File: config.mk
export PLATFORM = sky130hd
export DESIGN_NAME = mlp_train_seq
export DESIGN_NICKNAME = d
export VERILOG_FILES = /design/src/rtl/mlp_train_seq.sv
export SDC_FILE = /design/constraint.sdc
export NUM_CORES = 1
export LEC_CHECK = 0
export ABC_CLOCK_PERIOD_IN_PS = 3500
export CORE_MARGIN = 2
export CORE_UTILIZATION = 50
export CTS_BUF_LIST = sky130_fd_sc_hd__clkbuf_8
export DETAILED_ROUTE_END_ITERATION = 8
export GPL_TIMING_DRIVEN = 0
export PLACE_DENSITY = 0.81
export SLEW_MARGIN = 30
export SYNTH_ARGS = -nofsm -noshare
export SYNTH_HDL_FRONTEND = slang
export SYNTH_SLANG_ARGS = --single-unit
File: constraint.sdc
create_clock -name clk -period 3.5 [get_ports clk]
set_input_delay 0.7 -clock clk [delete_from_list [all_inputs] [get_ports clk]]
set_output_delay 0.7 -clock clk [all_outputs]
set_load 0.01 [all_outputs]
File: src/rtl/mlp_train_seq.sv
// Training-run sequencer for a small perceptron/MLP datapath.
// Walks the sample memory one sample at a time, launches a forward pass,
// turns the returned score into a saturated hinge error, counts
// misclassifications and issues one update strobe per sample. Runs repeat
// per epoch until an epoch has no misses or the epoch limit is reached.
//
// Ports
//   clk, rst          : clock, synchronous active-high reset
//   start, abort      : run control (start sampled in IDLE only)
//   learn_en          : 0 suppresses the learn strobe (evaluate only)
//   n_samples         : samples per epoch
//   max_epochs        : epoch limit
//   mem_rd_en/addr    : sample read request; mem_rd_data returns {label, x}
//   x_out             : current sample to the datapath
//   fwd_start/done    : forward-pass handshake; score valid with fwd_done
//   learn, err        : update strobe and error for the update block
//   busy, done        : run in progress / one-cycle completion pulse
//   timeout           : sticky, forward pass never completed
//   epoch_cnt         : completed epochs
//   miss_cnt          : misclassifications in the current or last epoch
module mlp_train_seq #(
    parameter int unsigned W       = 8,
    parameter int unsigned SCORE_W = 16,
    parameter int unsigned ADDR_W  = 4,
    parameter int unsigned EPOCH_W = 8,
    parameter int unsigned TGT     = 32,
    parameter int unsigned FWD_TMO = 255
) (
    input  logic                      clk,
    input  logic                      rst,
    input  logic                      start,
    input  logic                      abort,
    input  logic                      learn_en,
    input  logic [ADDR_W:0]           n_samples,
    input  logic [EPOCH_W-1:0]        max_epochs,
    output logic                      mem_rd_en,
    output logic [ADDR_W-1:0]         mem_addr,
    input  logic [16:0]               mem_rd_data,
    output logic [15:0]               x_out,
    output logic                      fwd_start,
    input  logic                      fwd_done,
    input  logic signed [SCORE_W-1:0] score,
    output logic                      learn,
    output logic signed [W-1:0]       err,
    output logic                      busy,
    output logic                      done,
    output logic                      timeout,
    output logic [EPOCH_W-1:0]        epoch_cnt,
    output logic [ADDR_W:0]           miss_cnt
);

    localparam int unsigned AW1    = ADDR_W + 1;
    localparam int unsigned DIFF_W = SCORE_W + 1;
    localparam int unsigned TMO_W  = (FWD_TMO > 1) ? $clog2(FWD_TMO + 1) : 1;

    localparam logic signed [DIFF_W-1:0] TGT_P  = DIFF_W'(TGT);
    localparam logic signed [DIFF_W-1:0] TGT_N  = -TGT_P;
    localparam logic signed [DIFF_W-1:0] ERR_HI = DIFF_W'((1 << (W - 1)) - 1);
    localparam logic signed [DIFF_W-1:0] ERR_LO = ~ERR_HI;

    typedef enum logic [2:0] {
        IDLE, FETCH, RDWAIT, FWD, WAITF, UPDATE, NEXT, FIN
    } state_t;

    state_t state_q, state_nxt;

    logic                      label_q, label_nxt;
    logic [TMO_W-1:0]          tmo_cnt_q, tmo_cnt_nxt, tmo_inc;
    logic [ADDR_W-1:0]         addr_nxt;
    logic [15:0]               x_nxt;
    logic signed [W-1:0]       err_nxt;
    logic [EPOCH_W-1:0]        epoch_nxt, epoch_inc;
    logic [AW1-1:0]            miss_nxt;
    logic                      timeout_nxt;
    logic                      rd_en_nxt, fwd_start_nxt, learn_nxt, done_nxt, busy_nxt;
    logic                      addr_last;

    logic signed [DIFF_W-1:0]  score_x, tgt_s, diff;
    logic signed [W-1:0]       err_sat, err_c;
    logic                      hinge, miss_c;

    assign tmo_inc   = tmo_cnt_q + TMO_W'(1);
    assign epoch_inc = epoch_cnt + EPOCH_W'(1);
    assign addr_last = (AW1'(mem_addr) + AW1'(1)) >= n_samples;

    // Error and miss classification of the returned score against the latched label
    always_comb begin
        score_x = {score[SCORE_W-1], score};
        tgt_s   = label_q ? TGT_P : TGT_N;
        diff    = tgt_s - score_x;
        if (diff > ERR_HI) begin
            err_sat = W'(ERR_HI);
        end else if (diff < ERR_LO) begin
            err_sat = W'(ERR_LO);
        end else begin
            err_sat = W'(diff);
        end
        // Hinge: a confidently correct score produces no update
        hinge  = label_q ? (score_x >= TGT_P) : (score_x <= TGT_N);
        err_c  = hinge ? '0 : err_sat;
        miss_c = label_q ? (score[SCORE_W-1] || (score == '0))
                         : (!score[SCORE_W-1] && (score != '0));
    end

    // Next-state and next-value logic
    always_comb begin
        state_nxt   = state_q;
        label_nxt   = label_q;
        tmo_cnt_nxt = tmo_cnt_q;
        addr_nxt    = mem_addr;
        x_nxt       = x_out;
        err_nxt     = err;
        epoch_nxt   = epoch_cnt;
        miss_nxt    = miss_cnt;
        timeout_nxt = timeout;

        if (abort && (state_q != IDLE)) begin
            // Abort drops straight to IDLE and leaves every counter untouched
            state_nxt = IDLE;
        end else begin
            unique case (state_q)
                IDLE: begin
                    if (start && !abort) begin
                        if ((n_samples != '0) && (max_epochs != '0)) begin
                            state_nxt   = FETCH;
                            addr_nxt    = '0;
                            epoch_nxt   = '0;
                            miss_nxt    = '0;
                            timeout_nxt = 1'b0;
                        end else begin
                            state_nxt = FIN;
                        end
                    end
                end
                FETCH: begin
                    state_nxt = RDWAIT;
                end
                RDWAIT: begin
                    x_nxt     = mem_rd_data[15:0];
                    label_nxt = mem_rd_data[16];
                    state_nxt = FWD;
                end
                FWD: begin
                    tmo_cnt_nxt = '0;
                    state_nxt   = WAITF;
                end
                WAITF: begin
                    if (fwd_done) begin
                        err_nxt = err_c;
                        if (miss_c && (miss_cnt != '1)) begin
                            miss_nxt = miss_cnt + AW1'(1);
                        end
                        state_nxt = UPDATE;
                    end else begin
                        tmo_cnt_nxt = tmo_inc;
                        if (tmo_inc == TMO_W'(FWD_TMO)) begin
                            timeout_nxt = 1'b1;
                            state_nxt   = FIN;
                        end
                    end
                end
                UPDATE: begin
                    state_nxt = NEXT;
                end
                NEXT: begin
                    if (addr_last) begin
                        epoch_nxt = epoch_inc;
                        if ((miss_cnt == '0) || (epoch_inc == max_epochs)) begin
                            state_nxt = FIN;
                        end else begin
                            addr_nxt  = '0;
                            miss_nxt  = '0;
                            state_nxt = FETCH;
                        end
                    end else begin
                        addr_nxt  = mem_addr + ADDR_W'(1);
                        state_nxt = FETCH;
                    end
                end
                FIN: begin
                    state_nxt = IDLE;
                end
                default: begin
                    state_nxt = IDLE;
                end
            endcase
        end

        // Strobes are registered from the next state so they align with it
        rd_en_nxt     = (state_nxt == FETCH);
        fwd_start_nxt = (state_nxt == FWD);
        learn_nxt     = (state_nxt == UPDATE) && learn_en;
        done_nxt      = (state_nxt == FIN);
        busy_nxt      = (state_nxt != IDLE);
    end

    // State and output registers
    always_ff @(posedge clk) begin
        if (rst) begin
            state_q   <= IDLE;
            label_q   <= 1'b0;
            tmo_cnt_q <= '0;
            mem_addr  <= '0;
            x_out     <= '0;
            err       <= '0;
            epoch_cnt <= '0;
            miss_cnt  <= '0;
            timeout   <= 1'b0;
            mem_rd_en <= 1'b0;
            fwd_start <= 1'b0;
            learn     <= 1'b0;
            done      <= 1'b0;
            busy      <= 1'b0;
        end else begin
            state_q   <= state_nxt;
            label_q   <= label_nxt;
            tmo_cnt_q <= tmo_cnt_nxt;
            mem_addr  <= addr_nxt;
            x_out     <= x_nxt;
            err       <= err_nxt;
            epoch_cnt <= epoch_nxt;
            miss_cnt  <= miss_nxt;
            timeout   <= timeout_nxt;
            mem_rd_en <= rd_en_nxt;
            fwd_start <= fwd_start_nxt;
            learn     <= learn_nxt;
            done      <= done_nxt;
            busy      <= busy_nxt;
        end
    end

endmodule

Word level (Yosys, flattened, before mapping)
Cells that the tools add are included.
{"block": "word_totals", "register_bits": 59, "inputBits": 52, "out_inout_bits": 47}
{"block": "op_classes", "add_sub_neg": 6, "n_lt_le_gt_ge": 5, "n_eq_ne": 23, "muxes": 37, "bitwise": 1, "n_reduce_logical": 29}
{"cell": "$mux 8", "n": 7}
{"cell": "$pmux 8 s2", "n": 2}
{"cell": "$mux 5", "n": 6}
{"cell": "$pmux 3 s8", "n": 1}
{"cell": "$mux 3", "n": 7}
{"cell": "$eq 3x3->1 const B", "n": 6}
{"cell": "$gt 17x8->1 const B", "n": 1}
{"cell": "$lt 17x8->1 const B", "n": 1}
{"cell": "$mux 17", "n": 1}
{"cell": "$sub 17x16->17", "n": 1}
{"cell": "$add 8x1->8 const B", "n": 2}
{"cell": "$ge 16x7->1 const B", "n": 1}
{"cell": "$le 16x6->1 const B", "n": 1}
{"cell": "$logic_not 16->1", "n": 1}
{"cell": "$mux 4", "n": 4}
{"cell": "$ne 2x2->1 const B", "n": 8}
{"cell": "$reduce_bool 16->1", "n": 1}
{"cell": "$pmux 5 s3", "n": 1}
{"cell": "$reduce_and 5->1", "n": 2}
{"cell": "$eq 3x2->1 const B", "n": 3}
{"cell": "$reduce_bool 3->1", "n": 3}
{"cell": "$eq 8x8->1", "n": 1}
{"cell": "$eq 8x8->1 const B", "n": 1}
{"cell": "$pmux 4 s2", "n": 1}
{"cell": "other kinds (22)", "n": 38}

Logic depth before layout (Yosys ltp)
Gate-level depths: netlist of run 1.
{"block": "depth", "word_depth": 9, "depth_mapped": 11, "depth_no_buf": 11}

Worst setup path before layout of run 1
No wires, ideal clock.
{"block": "synth_path", "path_kind": "in2reg", "from": "in score[9]", "to": "reg err[1]", "setup_time_ps": 122, "t_arrival_ps": 2799, "path_slack_ps": 579, "cell_stages": 11, "n_path_buf": 1, "path_cell_list": "inv_1 -> ha_1 -> clkbuf_1 -> a21o_1 -> a21o_1 -> nand2_1 -> a21oi_1 -> or4_1 -> a21oi_1 -> a31oi_1 -> a221o_1"}
{"block": "synth_via", "elab_chain_len": 5}
{"element": "from (decl)", "line_no": "42", "rtl": "input logic signed [SCORE_W-1:0] score,"}
{"element": "$sub 17x16->17", "line_no": "90", "rtl": "diff = tgt_s - score_x;"}
{"element": "$lt 17x8->1", "line_no": "93", "rtl": "end else if (diff < ERR_LO) begin"}
{"element": "$mux 8", "line_no": "93"}
{"element": "$mux 8", "line_no": "91", "rtl": "if (diff > ERR_HI) begin"}
{"element": "$mux 8 *", "line_no": "100", "rtl": "err_c = hinge ? '0 : err_sat;"}
{"element": "to (signal assigned)", "line_no": "220", "rtl": "err <= err_nxt;"}
{"element": "to (decl)", "line_no": "44", "rtl": "output logic signed [W-1:0] err,"}
Mark *: on every way between the ends. The rest lies on a longest branch, timed or not.
A chain may end at the register's enable or synchronous reset.

Worst setup path in the final report of run 1
{"block": "layout_path", "from": "in score[9]", "to": "reg err[4]"}
The elaborated chain is that of the path after synthesis.

==> reports/results.tsv, run 1 <==
stage	metric	value	unit
status	outcome	complete, no violations	
setup_path	Critical path buffers and inverters	3	
route	average wire per standard cell	14.3	µm
setup_path	Worst R2R Path Depth	11	
setup_path	crit path to	err[4]$_SDFFE_PP0P_	
global_routing	Overflow after GRT	0	
route	met3 WL	601	µm
floorplan	Top Ports	99	
power_and_ir_drop	post-route total power	0.00158	W
power_and_ir_drop	leakage	1.92	nW
route	Remaining DRCs	0	
route	Total Wirelength	10.3	mm
floorplan	row count	32	
setup_path	R2R Setup Slk	0.26	ns
timing	Worst-Margin Slew	0.639	ns
power_and_ir_drop	Combinational Power Share	0.182	
setup_path	CP Launch Type	input pin	
place	IO Port Bufs	98	
timing	RSZ-0062 raised after global routing	false	
timing	post-route setup slack	0.168	ns
power_and_ir_drop	P_int	0.00114	W
power_and_ir_drop	Switching Power	0.000437	W
setup_path	CP endpoint kind	flip-flop	
synthesis	EDFF count, synth	0	
synthesis	top post-synthesis cells by area	dfxtp_1, ha_1, a21oi_1	
power_and_ir_drop	Sw Ratio	0.276	
global_routing	first-pass GRT wire length	16.9	mm
clocking	worst-skew pair later-pin latency	0.34	ns
global_routing	antenna violations before repair	0	
synthesis	Yosys warnings	0	
place	detailed placer's ending HPWL	7.86	mm
synthesis	#FFs+latches synth	59	
route	DR vias	4094	
timing	Max Slew Vio Count	0	
synthesis	top cell type's share of synthesized area	0.306	
setup_path	WS Path Type	in -> reg	
setup_path	slowest CP cell	or4_1	
setup_path	RR Startpoint	label_q$_SDFFE_PP0P_	
timing	clock skew	0.00998	ns
synthesis	mapped cell area	3850	µm²
floorplan	Die ar.	8430	µm²
timing	Slew HR	0.569	
place	Routability Congestion	0.915	
final_layout	NumNets Final	687	
setup_path	delay-heaviest family, CP	compound AO/OA/AOI/OAI gates	
clocking	CTS Root Buffer Type	clkbuf_8	
setup_path	RR Endpoint	err[4]$_SDFFE_PP0P_	
timing	Final min period	3.33	ns
synthesis	Cells after Synth	502	
route	met1 WL	4.58	mm
clocking	clk buf depth	2	
synthesis	asr flop ratio synth	0	
final_layout	Syn-to-layout area delta	34.4	%
synthesis	post-synth top area cell	dfxtp_1	
synthesis	Net Count, Synth	578	
synthesis	register area share after synthesis	0.306	
clocking	clock transition at the registers of the reported paths	0.07	ns
synthesis	mean post-synth cell area	7.68	µm²
setup_path	Worst Setup SP	score[9]	
final_layout	ANT cells	0	
route	First-pass DRT Iterations	5	
floorplan	chip height	91.8	µm
clocking	TritonCTS buffer count	9	
timing	Fin. Hold Viols	0	
global_routing	vias in the first global route	3806	
route	highest routed layer	met4	
hold_path	Hold Crit Start	x_out[5]$_SDFFE_PP0P_	
timing	Worst Hold Slack	0.459	ns
clocking	clock sink total	59	
power_and_ir_drop	PD cells	305	nW/µm²
clocking	postcts setup bufs	0	
clocking	Hold-fix buffers, CTS	0	
route	Routed Antenna Nets	0	
timing	final setup violation count	0	
route	First DRT Iteration DRCs	189	
power_and_ir_drop	Seq pwr share	0.434	
synthesis	Netlist cell types	58	
timing	fmax	300	MHz
route	met2 WL post-DR	4.93	mm
setup_path	CP arrival	3.55	ns
global_routing	Total GRT Usage	0.241	
place	Place WS	-0.358	ns
clocking	CTS tree	built	
synthesis	Synth Flop Type	dfxtp_1	
floorplan	core box area	7610	µm²
timing	crit share post-route	0.952	
final_layout	share of cells above drive strength 1	0.0601	
route	drt via density	5.70	
power_and_ir_drop	clock network fraction of total power	0.384	
power_and_ir_drop	worst vdd rail ir drop	0.196	mV
job	max_cap viols	0	
setup_path	Critical Path Fanout Max	9	
clocking	H-tree Lvls	3	
hold_path	worst hold-check path type	reg -> reg	
floorplan	Die W	91.8	µm
floorplan	Starting Density	0.507	
global_routing	largest net degree at the start of global routing	13	
setup_path	CP peak stage delay	0.50	ns
setup_path	Levels on crit path	12	
setup_path	WP data required	3.72	ns
setup_path	cell breakdown of the critical path	clkdlybuf4s50_1, inv_1, ha_1, clkbuf_1, a21o_1, a21o_1, nand2_1, a21oi_1, or4_1, a21oi_1, a31oi_2, a221o_1	
timing repair:
action | 4_1_cts | 5_1_grt
endpoints found under the setup margin | 7 | 7
resized for setup | 1 | 3
pin swaps | 0 | 0
cells in the final DEF (no fill, tap or decap), types with 11 or more instances in the layout:
cell type         n
clkdlybuf4s50_1  98
nand2_1          62
a21oi_1          59
dfxtp_1          59
nor2_1           42
inv_1            28
o21ai_0          27
ha_1             24
nand3_1          16
clkbuf_1         15
or3_1            12
xnor2_1          11
nor3_1           11
layer usage:
layer	vias to the layer above	global-route usage
met1	1896	0.301
met4	0	0.0759
met3	18	0.0509
met2	149	0.416
li1	2031	-
met5	-	0
cells in the mapped netlist, types with 2 or more instances:
library cell	count
a2111oi_0	2
a211oi_1	5
a21o_1	7
a21oi_1	59
a221o_1	7
a31oi_1	7
and2_1	5
and3_1	10
clkbuf_1	15
dfxtp_1	59
ha_1	24
inv_1	28
nand2_1	62
nand2b_1	7
nand3_1	16
nand3b_1	4
nand4_1	7
nor2_1	42
nor2b_1	6
nor3_1	11
nor3b_1	3
nor4_1	7
o211ai_1	2
o21a_1	4
o21ai_0	27
o22ai_1	2
o311a_1	2
o31ai_1	2
or2_2	3
or3_1	12
or3_4	2
or3b_2	4
or4_1	5
xnor2_1	11
xor2_1	10
state kept, by name (all words and copies together) (netlist names):
register   count
busy           1
fwd_start      1
timeout        1
mem_rd_en      1
err            8
done           1
learn          1
epoch_cnt      8
x_out         16
mem_addr       4
state_q        3
miss_cnt       5
label_q        1
tmo_cnt_q      8
through the flow:
step,utilization,instance area (µm²),instances,TNS (ns)
final,0.681,5180,718,0
after global routing,0.681,5180,718,0
after CTS,0.679,5160,718,0
after detailed placement,0.652,4960,702,-2.42
after global placement,0.652,4960,702,-2.24
after floorplan,-,3850,502,0
power by group through the flow:
stage	Combinational (W)	Clock [W]	Sequential (W)
final	0.000287	0.000607	0.000686
after floorplan	0.000157	0	0.000704
after global placement	0.000274	0	0.000701
after CTS	0.000282	0.000614	0.000686
after global routing	0.000315	0.000652	0.000687
after detailed placement	0.000279	0	0.000702
cell type report:
type / count / area (µm²)
plain buffers: 15 / 56.3
well taps: 102 / 128
flip-flops and latches: 59 / 1180
multi-input cells: 400 / 2540
clock inverters: 7 / 68.8
fillers: 646 / 2430
inverters: 28 / 105
clock buffers: 9 / 124
repair buffers: 98 / 981
cell families (layout without fill, tap and decap cells):
group,Yosys count,count (layout),synth area share
flip-flops,59,59,0.306
XOR/XNOR,22,22,0.0536
buffers and inverters,43,157,0.0419
adder cells (fa/ha/maj),24,24,0.0779
AO/OA/AOI/OAI,136,136,0.223
AND/OR/NAND/NOR,218,218,0.297
worst min-delay path, stage by stage, from the launching register on:
cell and delay [ns]:
dfxtp_1 0.31, nand2_1 0.05, a21oi_1 0.05
worst min path at each step:
| stage | slack (ns) | depth (start not counted) | endpoint |
|---|---|---|---|
| floorplan | 0.46 | 2 | tmo_cnt_q[7]$_SDFFE_PP0P_ |
| global placement | 0.44 | 2 | x_out[11]$_SDFFE_PP0P_ |
| detailed placement | 0.45 | 2 | x_out[5]$_SDFFE_PP0P_ |
| CTS | 0.46 | 2 | x_out[5]$_SDFFE_PP0P_ |
| global route | 0.48 | 2 | x_out[9]$_SDFFE_PP0P_ |
| finish | 0.46 | 2 | x_out[5]$_SDFFE_PP0P_ |
No activity file was read; power rests on OpenSTA's default activity.
==> inputs of run 2 (changes only) <==
--- a/config.mk
+++ b/config.mk
@@ -14,2 +14,3 @@
 export PLACE_DENSITY = 0.81
+export RECOVER_POWER = 25
 export SLEW_MARGIN = 30
--- a/constraint.sdc
+++ b/constraint.sdc
@@ -3,2 +3,2 @@
 set_output_delay 0.7 -clock clk [all_outputs]
-set_load 0.01 [all_outputs]
+set_load 0.1 [all_outputs]
==> run 2 against run 1 <==
Compared with the run above: combinational power grew 17%; flip-flop and latch count is the same; register-to-register slack is essentially flat; maximum frequency is essentially flat; highest routed layer unchanged; total power grew 3.1%; die area is the same; utilization is the same; global-route usage is the same; critical path type unchanged.
==> reports/results.tsv, run 2 (synthesized netlist as in run 1, its figures left out) <==
stage	metric	value	unit	change
route	drt via density	5.69		-0.20%
clocking	clock sink total	59		unchanged
floorplan	chip height	91.8	µm	unchanged
final_layout	Finished Cell Area	5180	µm²	unchanged
clocking	TritonCTS buffer count	9		unchanged
setup_path	crit path to	err[4]$_SDFFE_PP0P_		
job	max_cap viols	0		unchanged
final_layout	ANT cells	0		unchanged
floorplan	Die ar.	8430	µm²	unchanged
power_and_ir_drop	worst vdd rail ir drop	0.196	mV	about the same
timing	crit share post-route	0.952		about the same
setup_path	RR Startpoint	label_q$_SDFFE_PP0P_		
clocking	clk buf depth	2		unchanged
setup_path	CP peak stage delay	0.50	ns	about the same
place	IO Port Bufs	98		unchanged
global_routing	largest net degree at the start of global routing	13		unchanged
final_layout	max reg flops	16		unchanged
global_routing	vias in the first global route	3806		unchanged
setup_path	CP Launch Type	input pin		
clocking	postcts setup bufs	0		unchanged
global_routing	first-pass GRT wire length	16.9	mm	unchanged
setup_path	Worst R2R Path Depth	11		unchanged
timing	Worst-Margin Slew	1.01	ns	+0.374 ns
power_and_ir_drop	PD cells	314	nW/µm²	+3.1%
setup_path	CP endpoint kind	flip-flop		
route	Remaining DRCs	0		unchanged
route	First-pass DRT Iterations	5		unchanged
setup_path	slowest CP cell	or4_1		
route	Routed Antenna Nets	0		unchanged
timing	fmax	300	MHz	about the same
status	outcome	complete, no violations		
timing	RSZ-0062 raised after global routing	false		
clocking	H-tree Lvls	3		unchanged
timing	Max Slew Vio Count	0		unchanged
global_routing	Total GRT Usage	0.241		unchanged
setup_path	R2R Setup Slk	0.25	ns	about the same
global_routing	Overflow after GRT	0		unchanged
timing	clock skew	0.0102	ns	+0.000233 ns
clocking	Hold-fix buffers, CTS	0		unchanged
timing	Fin. Hold Viols	0		unchanged
setup_path	WS Path Type	in -> reg		
clocking	worst-skew pair later-pin latency	0.34	ns	about the same
timing	Slew HR	0.322		-0.247
route	Total Wirelength	10.3	mm	-0.30%
clocking	clock transition at the registers of the reported paths	0.07	ns	about the same
power_and_ir_drop	leakage	1.92	nW	+0.21%
timing	final setup violation count	0		unchanged
final_layout	most frequent cells in the layout	clkdlybuf4s50_1, nand2_1, a21oi_1, dfxtp_1, nor2_1		
global_routing	antenna violations before repair	0		unchanged
setup_path	Worst Setup SP	score[9]		
route	First DRT Iteration DRCs	189		unchanged
floorplan	Starting Density	0.507		unchanged
route	average wire per standard cell	14.3	µm	-0.30%
setup_path	Levels on crit path	12		unchanged
setup_path	CP arrival	3.55	ns	about the same
setup_path	RR Endpoint	err[4]$_SDFFE_PP0P_		
place	detailed placer's ending HPWL	7.86	mm	unchanged
final_layout	Syn-to-layout area delta	34.4	%	unchanged
floorplan	Die W	91.8	µm	unchanged
place	Placement Cell Area	4960	µm²	unchanged
setup_path	delay-heaviest family, CP	compound AO/OA/AOI/OAI gates		
clocking	CTS Root Buffer Type	clkbuf_8		
final_layout	most common cell after layout, fill and taps aside	clkdlybuf4s50_1		
setup_path	Critical Path Fanout Max	9		unchanged
final_layout	NumNets Final	687		unchanged
floorplan	row count	32		unchanged
setup_path	Critical path buffers and inverters	3		unchanged
floorplan	core box area	7610	µm²	unchanged
hold_path	worst hold-check path type	reg -> reg		
timing	Final min period	3.33	ns	-0.000418 ns
route	DR vias	4086		-0.20%
setup_path	cell breakdown of the critical path	clkdlybuf4s50_1, inv_1, ha_1, clkbuf_1, a21o_1, a21o_1, nand2_1, a21oi_1, or4_1, a21oi_1, a31oi_2, a221o_1		
final_layout	Top reg by flops	x_out		
final_layout	share of cells above drive strength 1	0.0601		unchanged
place	Routability Congestion	0.915		unchanged
floorplan	Top Ports	99		unchanged
setup_path	WP data required	3.72	ns	about the same
timing	Setup TNS Final	0	ns	unchanged
clocking	CTS tree	built		
[run 2: changes by cell type in the layout (fill, tap and decap cells not counted)]
cell | before | now
clkdlybuf4s50_1 | 98 | 95
dlygate4sd3_1 | 0 | 3
[run 2: layout make-up]
type                            instances  area (µm²)
Multi-Input combinational cell        400        2540
Fill cell                             646        2430
Sequential cell                        59        1180
Timing Repair Buffer                   98         981
Tap cell                              102         128
Clock buffer                            9         124
Inverter                               28         105
Clock inverter                          7        68.8
Buffer                                 15        56.3
[run 2: how the worst min path moves through the flow]
stage	slack, ns	to	startpoint	cells past startpoint
finish	0.46	x_out[5]$_SDFFE_PP0P_	x_out[5]$_SDFFE_PP0P_	2
global route	0.48	x_out[9]$_SDFFE_PP0P_	x_out[9]$_SDFFE_PP0P_	2
CTS	0.46	x_out[5]$_SDFFE_PP0P_	x_out[5]$_SDFFE_PP0P_	2
detailed placement	0.45	x_out[5]$_SDFFE_PP0P_	x_out[5]$_SDFFE_PP0P_	2
global placement	0.44	x_out[11]$_SDFFE_PP0P_	x_out[11]$_SDFFE_PP0P_	2
floorplan	0.46	tmo_cnt_q[7]$_SDFFE_PP0P_	tmo_cnt_q[7]$_SDFFE_PP0P_	2
[run 2: tightest hold or removal path: stages, from the launching register on]
cell	delay (ns)
dfxtp_1	0.31
nand2_1	0.05
a21oi_1	0.05
[run 2: repair_timing]
action,4_1_cts,5_1_grt
setup endpoints to repair,7,7
pin swaps,0,0
resized for setup,1,3
[run 2: stage by stage]
stage	setup slack (ns)	std cells	power (W)	hold WS (ns)	utilization
detailed placement	-0.358	702	0.00103	0.449	0.652
finish	0.168	718	0.00163	0.459	0.681
floorplan	0.228	502	0.000910	0.458	-
global placement	-0.322	702	0.00102	0.441	0.652
global route	0.00402	718	0.00170	0.478	0.681
CTS	0.0972	718	0.00163	0.459	0.679
[run 2: routing by layer]
layer | wire length, µm | global-route usage | vias up
met1 | 4530 | 0.301 | 1898
met3 | 603 | 0.0509 | 19
met5 | 0 | 0 | -
met4 | 174 | 0.0759 | 0
met2 | 4950 | 0.416 | 138
li1 | - | - | 2031
[run 2: where the power goes]
part / switching [W] / total, W / leakage (nW) / internal (W)
registers: 0.00000593 / 0.000686 / 0.476 / 0.000681
logic: 0.000199 / 0.000335 / 1.35 / 0.000136
clock network: 0.000281 / 0.000607 / 0.0950 / 0.000326
total: 0.000486 / 0.00163 / 1.92 / 0.00114
==> inputs of run 3 (changes only) <==
Settings changed: CTS_CLUSTER_DIAMETER from default to 150.
==> results of run 3 <==
The final DEF is identical to that of run 2; final timing and power are the same.
==> RTL change 1, RTL diff (flow settings as in run 2) <==
Remove the register `learn`: a continuous assignment takes its place, so the output `learn` follows one clock earlier.
--- a/src/rtl/mlp_train_seq.sv
+++ b/src/rtl/mlp_train_seq.sv
@@ -209,5 +209,4 @@
             mem_rd_en <= 1'b0;
             fwd_start <= 1'b0;
-            learn     <= 1'b0;
             done      <= 1'b0;
             busy      <= 1'b0;
@@ -224,5 +223,4 @@
             mem_rd_en <= rd_en_nxt;
             fwd_start <= fwd_start_nxt;
-            learn     <= learn_nxt;
             done      <= done_nxt;
             busy      <= busy_nxt;
@@ -230,4 +228,6 @@
     end
 
+    assign learn = learn_nxt;
+
 endmodule
 
Check against the original RTL: not equivalent (a bounded check fails within 10 cycles, from zero or initial values and one cycle with rst high).
==> RTL change 1 against run 2 <==
First-iteration DRC count is 25% higher. Wire length is 14% higher. Global-route usage increased by 2.0 points. Synthesized area is 2.8% higher. Total power up 5.9%. Die area grew 2.7%. Sequential cell count is 1 lower. Final area rose by 7.4%. Clock skew down 0.0051 ns. Combinational power shrank 11%. Via count is 8.2% higher. Fmax decreased by 3.2%. Worst setup slack got worse by 0.11 ns.
==> RTL change 1: results (changes against run 2) <==
Detailed routing
  – Vias per cell: 5.87 (+3.2%)
  – 1st-iter DRT viols: 237 (+25%)

Placed design
  – Number of port buffers: 96 (-2.0%)
  – HPWL Detailed: 8580 µm (+9.2%)
  – Placement Setup Slack: -0.846 ns (-0.488 ns)
  – DP Area: 5060 µm² (+1.9%)
  – Placed Cells: 730 (+4.0%)
  – GP Congestion: 0.940 (+2.7%)

Global routing
  – Number of global-route vias before repair: 3,969 (+4.3%)
  – First-pass GRT wire length: 18,300 µm (+8.3%)
  – Total track usage: 26.1% (+2.0 points)
  – Largest net degree at the start of global routing: 12 (-1)

Logic synthesis
  – Post-Syn Instances: 532 (+6.0%)
  – Most frequent cells after synthesis: nand2_1 (77), dfxtp_1 (58), a21oi_1 (55)
  – Post-synth cell types: 60 (+3.4%)
  – Largest cells by area after synthesis: dfxtp_1 (29%), ha_1 (7.6%), nand2_1 (7.3%), a21oi_1 (6.9%), nor2_1 (4.2%)

Cells and area
  – Seq/total area: 20.9% (-1.9 points)
  – NumNets Final: 722 (+5.1%)
  – Share of cells above drive strength 1: 10.6% (+4.6 points)
  – Non-clock buffer count: 127 (+12%)
  – Logic inverters: 30 (+7.1%)
  – Fill count: 643 (-0.46%)
  – Syn-to-layout area delta: 40.4%

Clock tree
  – Clk sinks: 58 (-1.7%)
  – Resized cells post-CTS: 30 (+29)

Timing
  – Final min period: 3.44 ns (+0.112 ns)
  – Relative slew margins: 3.91% (-28 points)
  – Setup Skew: 0.00508 ns (-0.00514 ns)
  – Hold slack: 0.458 ns (-0.000953 ns)

Worst setup path
  – CP max FO: 5 (-4)
  – CP max-delay cell: or4b_4
  – FF-to-FF End: err[2]
  – CP Data Arrival Time: 3.73 ns (+0.18 ns)
  – Max stage delay on crit path: 0.59 ns (+0.09 ns)

Power
  – LEAKAGE: 0.00212 µW (+10%)

Status
  – Status: finished clean

Floorplanning
  – Die area: 8660 µm² (+2.7%)
[RTL change 1: cells by family (layout without fill, tap and decap cells)]
logic type               Yosys count  in the layout  share of synthesized area [%]
AND/OR/NAND/NOR                  230            230                           28.9
XOR/XNOR                          25             25                           5.52
multiplexers                       6              6                           1.55
buffers and inverters             54            173                           5.11
flip-flops                        58             58                           29.3
AO/OA/AOI/OAI                    135            135                           22.0
adder cells (fa/ha/maj)           24             24                           7.58
[RTL change 1: tightest hold or removal path, cell delays in order, from the launching register on]
cell and delay, ns:
dfxtp_1 0.31, nand2_1 0.05, a21oi_1 0.05
[RTL change 1: layer usage]
metal | vias up | track usage [%] | wire, µm
met3 | 30 | 3.95 | 727
met5 | - | 0 | 0
met2 | 176 | 44.9 | 5730
li1 | 2147 | - | -
met4 | 0 | 9.19 | 309
met1 | 2070 | 33.2 | 4980
[RTL change 1: power by group]
part           switching, µW  internal [µW]  total [µW]
clock                    288            473         761
sequential              1.91            663         665
combinational            165            133         298
==> RTL change 2, RTL diff (settings of run 2) <==
Made on the original files. `W`: 8 -> 9.
--- a/src/rtl/mlp_train_seq.sv
+++ b/src/rtl/mlp_train_seq.sv
@@ -20,5 +20,5 @@
 //   miss_cnt          : misclassifications in the current or last epoch
 module mlp_train_seq #(
-    parameter int unsigned W       = 8,
+    parameter int unsigned W       = 9,
     parameter int unsigned SCORE_W = 16,
     parameter int unsigned ADDR_W  = 4,
Ports: changed (resized err); port bits go from 99 to 100. No check against the original RTL was run, so the function may have changed too.
==> RTL change 2 against run 2 <==
Clock skew fell by 0.00087 ns. First-iteration DRC count is 59% higher. Worst setup slack worse by 0.10 ns. Utilization down 1.0 points. Final area is 11% higher. Combinational power grew 33%. Sequential cell count increased by 1. Hold slack is essentially flat. Wire length increased by 26%. Sequential power grew 1%. Total power grew 6.2%. Synthesized area rose by 13%. Highest routed layer unchanged. Largest power group unchanged.
==> RTL change 2: results (changes against run 2) <==
Status
  – Status: finished clean

Placed design
  – HPWL Detailed: 9570 µm (+22%)
  – Number of port buffers: 97 (-1.0%)
  – Placed Cells: 788 (+12%)
  – DP Area: 5450 µm² (+9.9%)
  – Placement Setup Slack: -0.658 ns (-0.300 ns)
  – GP Congestion: 0.954 (+4.2%)

Clock tree
  – Clock buffer depth: 2 (unchanged)
  – Clock transition at path regs: 0.07 ns (about the same)
  – Postcts setup bufs: 1 (+1)
  – Root Buffer: clkbuf_8
  – H-tree Lvls: 3 (unchanged)
  – Clock latency on the worst-skew pair: 0.33 ns
  – Resized cells post-CTS: 5 (+4)
  – Cts bufs inserted: 9 (unchanged)

Timing
  – Worst Tran Pin Value: 0.998 ns (-0.0148 ns)
  – Setup Skew: 0.00935 ns (-0.000872 ns)

Logic synthesis
  – Post-synth cell types: 60 (+3.4%)
  – Sequential share of the synthesized area: 27.6% (-3.0 points)
  – Most frequent cells after synthesis: nand2_1 (74), a21oi_1 (64), dfxtp_1 (60)
  – Number of flops mapped to enable cells by yosys: 0 (unchanged)
  – XOR/XNOR share of the synthesized area: 5.24% (-0.12 points)
  – Synth warn: 0 (unchanged)
  – Post-Syn Instances: 583 (+16%)
  – Post-Synth Adder-Cell Area: 6.91% (-0.88 points)
  – Prevailing post-synth register cell: dfxtp_1
  – Largest cells by area after synthesis: dfxtp_1 (28%), a21oi_1 (7.4%), ha_1 (6.9%), nand2_1 (6.4%), xnor2_1 (3.8%)
  – Post-synthesis compound-gate area fraction: 23.0% (+0.67 points)
  – Asr flop ratio synth: 0% (unchanged)
  – Multiplexer share of the synthesized area: 1.67% (+1.7 points)
  – Post-Syn Nets: 659 (+14%)

Power
  – Peak VDD IR: 265 µV (+35%)
  – LEAKAGE: 0.00212 µW (+11%)

Worst setup path
  – CP Data Arrival Time: 3.68 ns (+0.13 ns)
  – Crit-path leading delay family: compound AO/OA/AOI/OAI gates
  – CP max FO: 8 (-1)
  – Max stage delay on crit path: 0.54 ns (+0.04 ns)
  – CP max-delay cell: a2111o_1

Detailed routing
  – Highest metal used: met4
  – WL met1: 5470 µm (+21%)
  – Routed wl met2: 6250 µm (+26%)
  – DR pass1 iterations: 5 (unchanged)
  – Vias per cell: 6.03 (+6.0%)
  – WL/cell: 16.0 µm (+12%)
  – 1st-iter DRT viols: 301 (+59%)
  – Total Wirelength: 12,900 µm (+26%)
  – Metal3 WL: 858 µm (+42%)

Cells and area
  – ANT cells: 0 (unchanged)
  – Fill count: 730 (+13%)
  – Top Registers: x_out: 16 flops, err: 9 flops
  – Share of cells above drive strength 1: 6.73% (+0.73 points)
  – NumNets Final: 769 (+12%)

Global routing
  – Initial antenna violation count: 0 (unchanged)
  – Met3 Use GR: 5.68% (+0.59 points)
  – Number of global-route vias before repair: 4,637 (+22%)
  – Grt met1 use: 33.8% (+3.7 points)
  – Met2 usage in global routing: 45.4% (+3.7 points)
  – Largest net degree at the start of global routing: 12 (-1)
  – First-pass GRT wire length: 21,400 µm (+26%)
  – Total track usage: 26.7% (+2.6 points)
[RTL change 2: power breakdown]
group	total [µW]	switching, µW	internal, µW	leakage [µW]
sequential	696	4.27	691	0.000484
clock	588	277	311	0.0000958
combinational	445	274	171	0.00154
total	1730	555	1170	0.00212
[RTL change 2: final cells by class]
| class | instances | area, µm² | area share (%) |
|---|---|---|---|
| Multi-Input combinational cell | 470 | 3030 | 52.6 |
| Sequential cell | 60 | 1200 | 20.8 |
| Timing Repair Buffer | 102 | 1010 | 17.5 |
| Clock buffer | 12 | 165 | 2.86 |
| Tap cell | 108 | 135 | 2.34 |
| Inverter | 27 | 101 | 1.76 |
| Buffer | 23 | 97.6 | 1.69 |
| Clock inverter | 4 | 23.8 | 0.412 |
[RTL change 2: path summary, 6_finish.rpt]
check	from	to	slack, ns	cells past startpoint
setup / recovery	score[1]	err[2]	0.07	10
hold / removal	x_out[1]	x_out[1]	0.46	2
setup reg to reg	label_q	err[6]	0.27	10
hold reg to reg	x_out[1]	x_out[1]	0.46	2
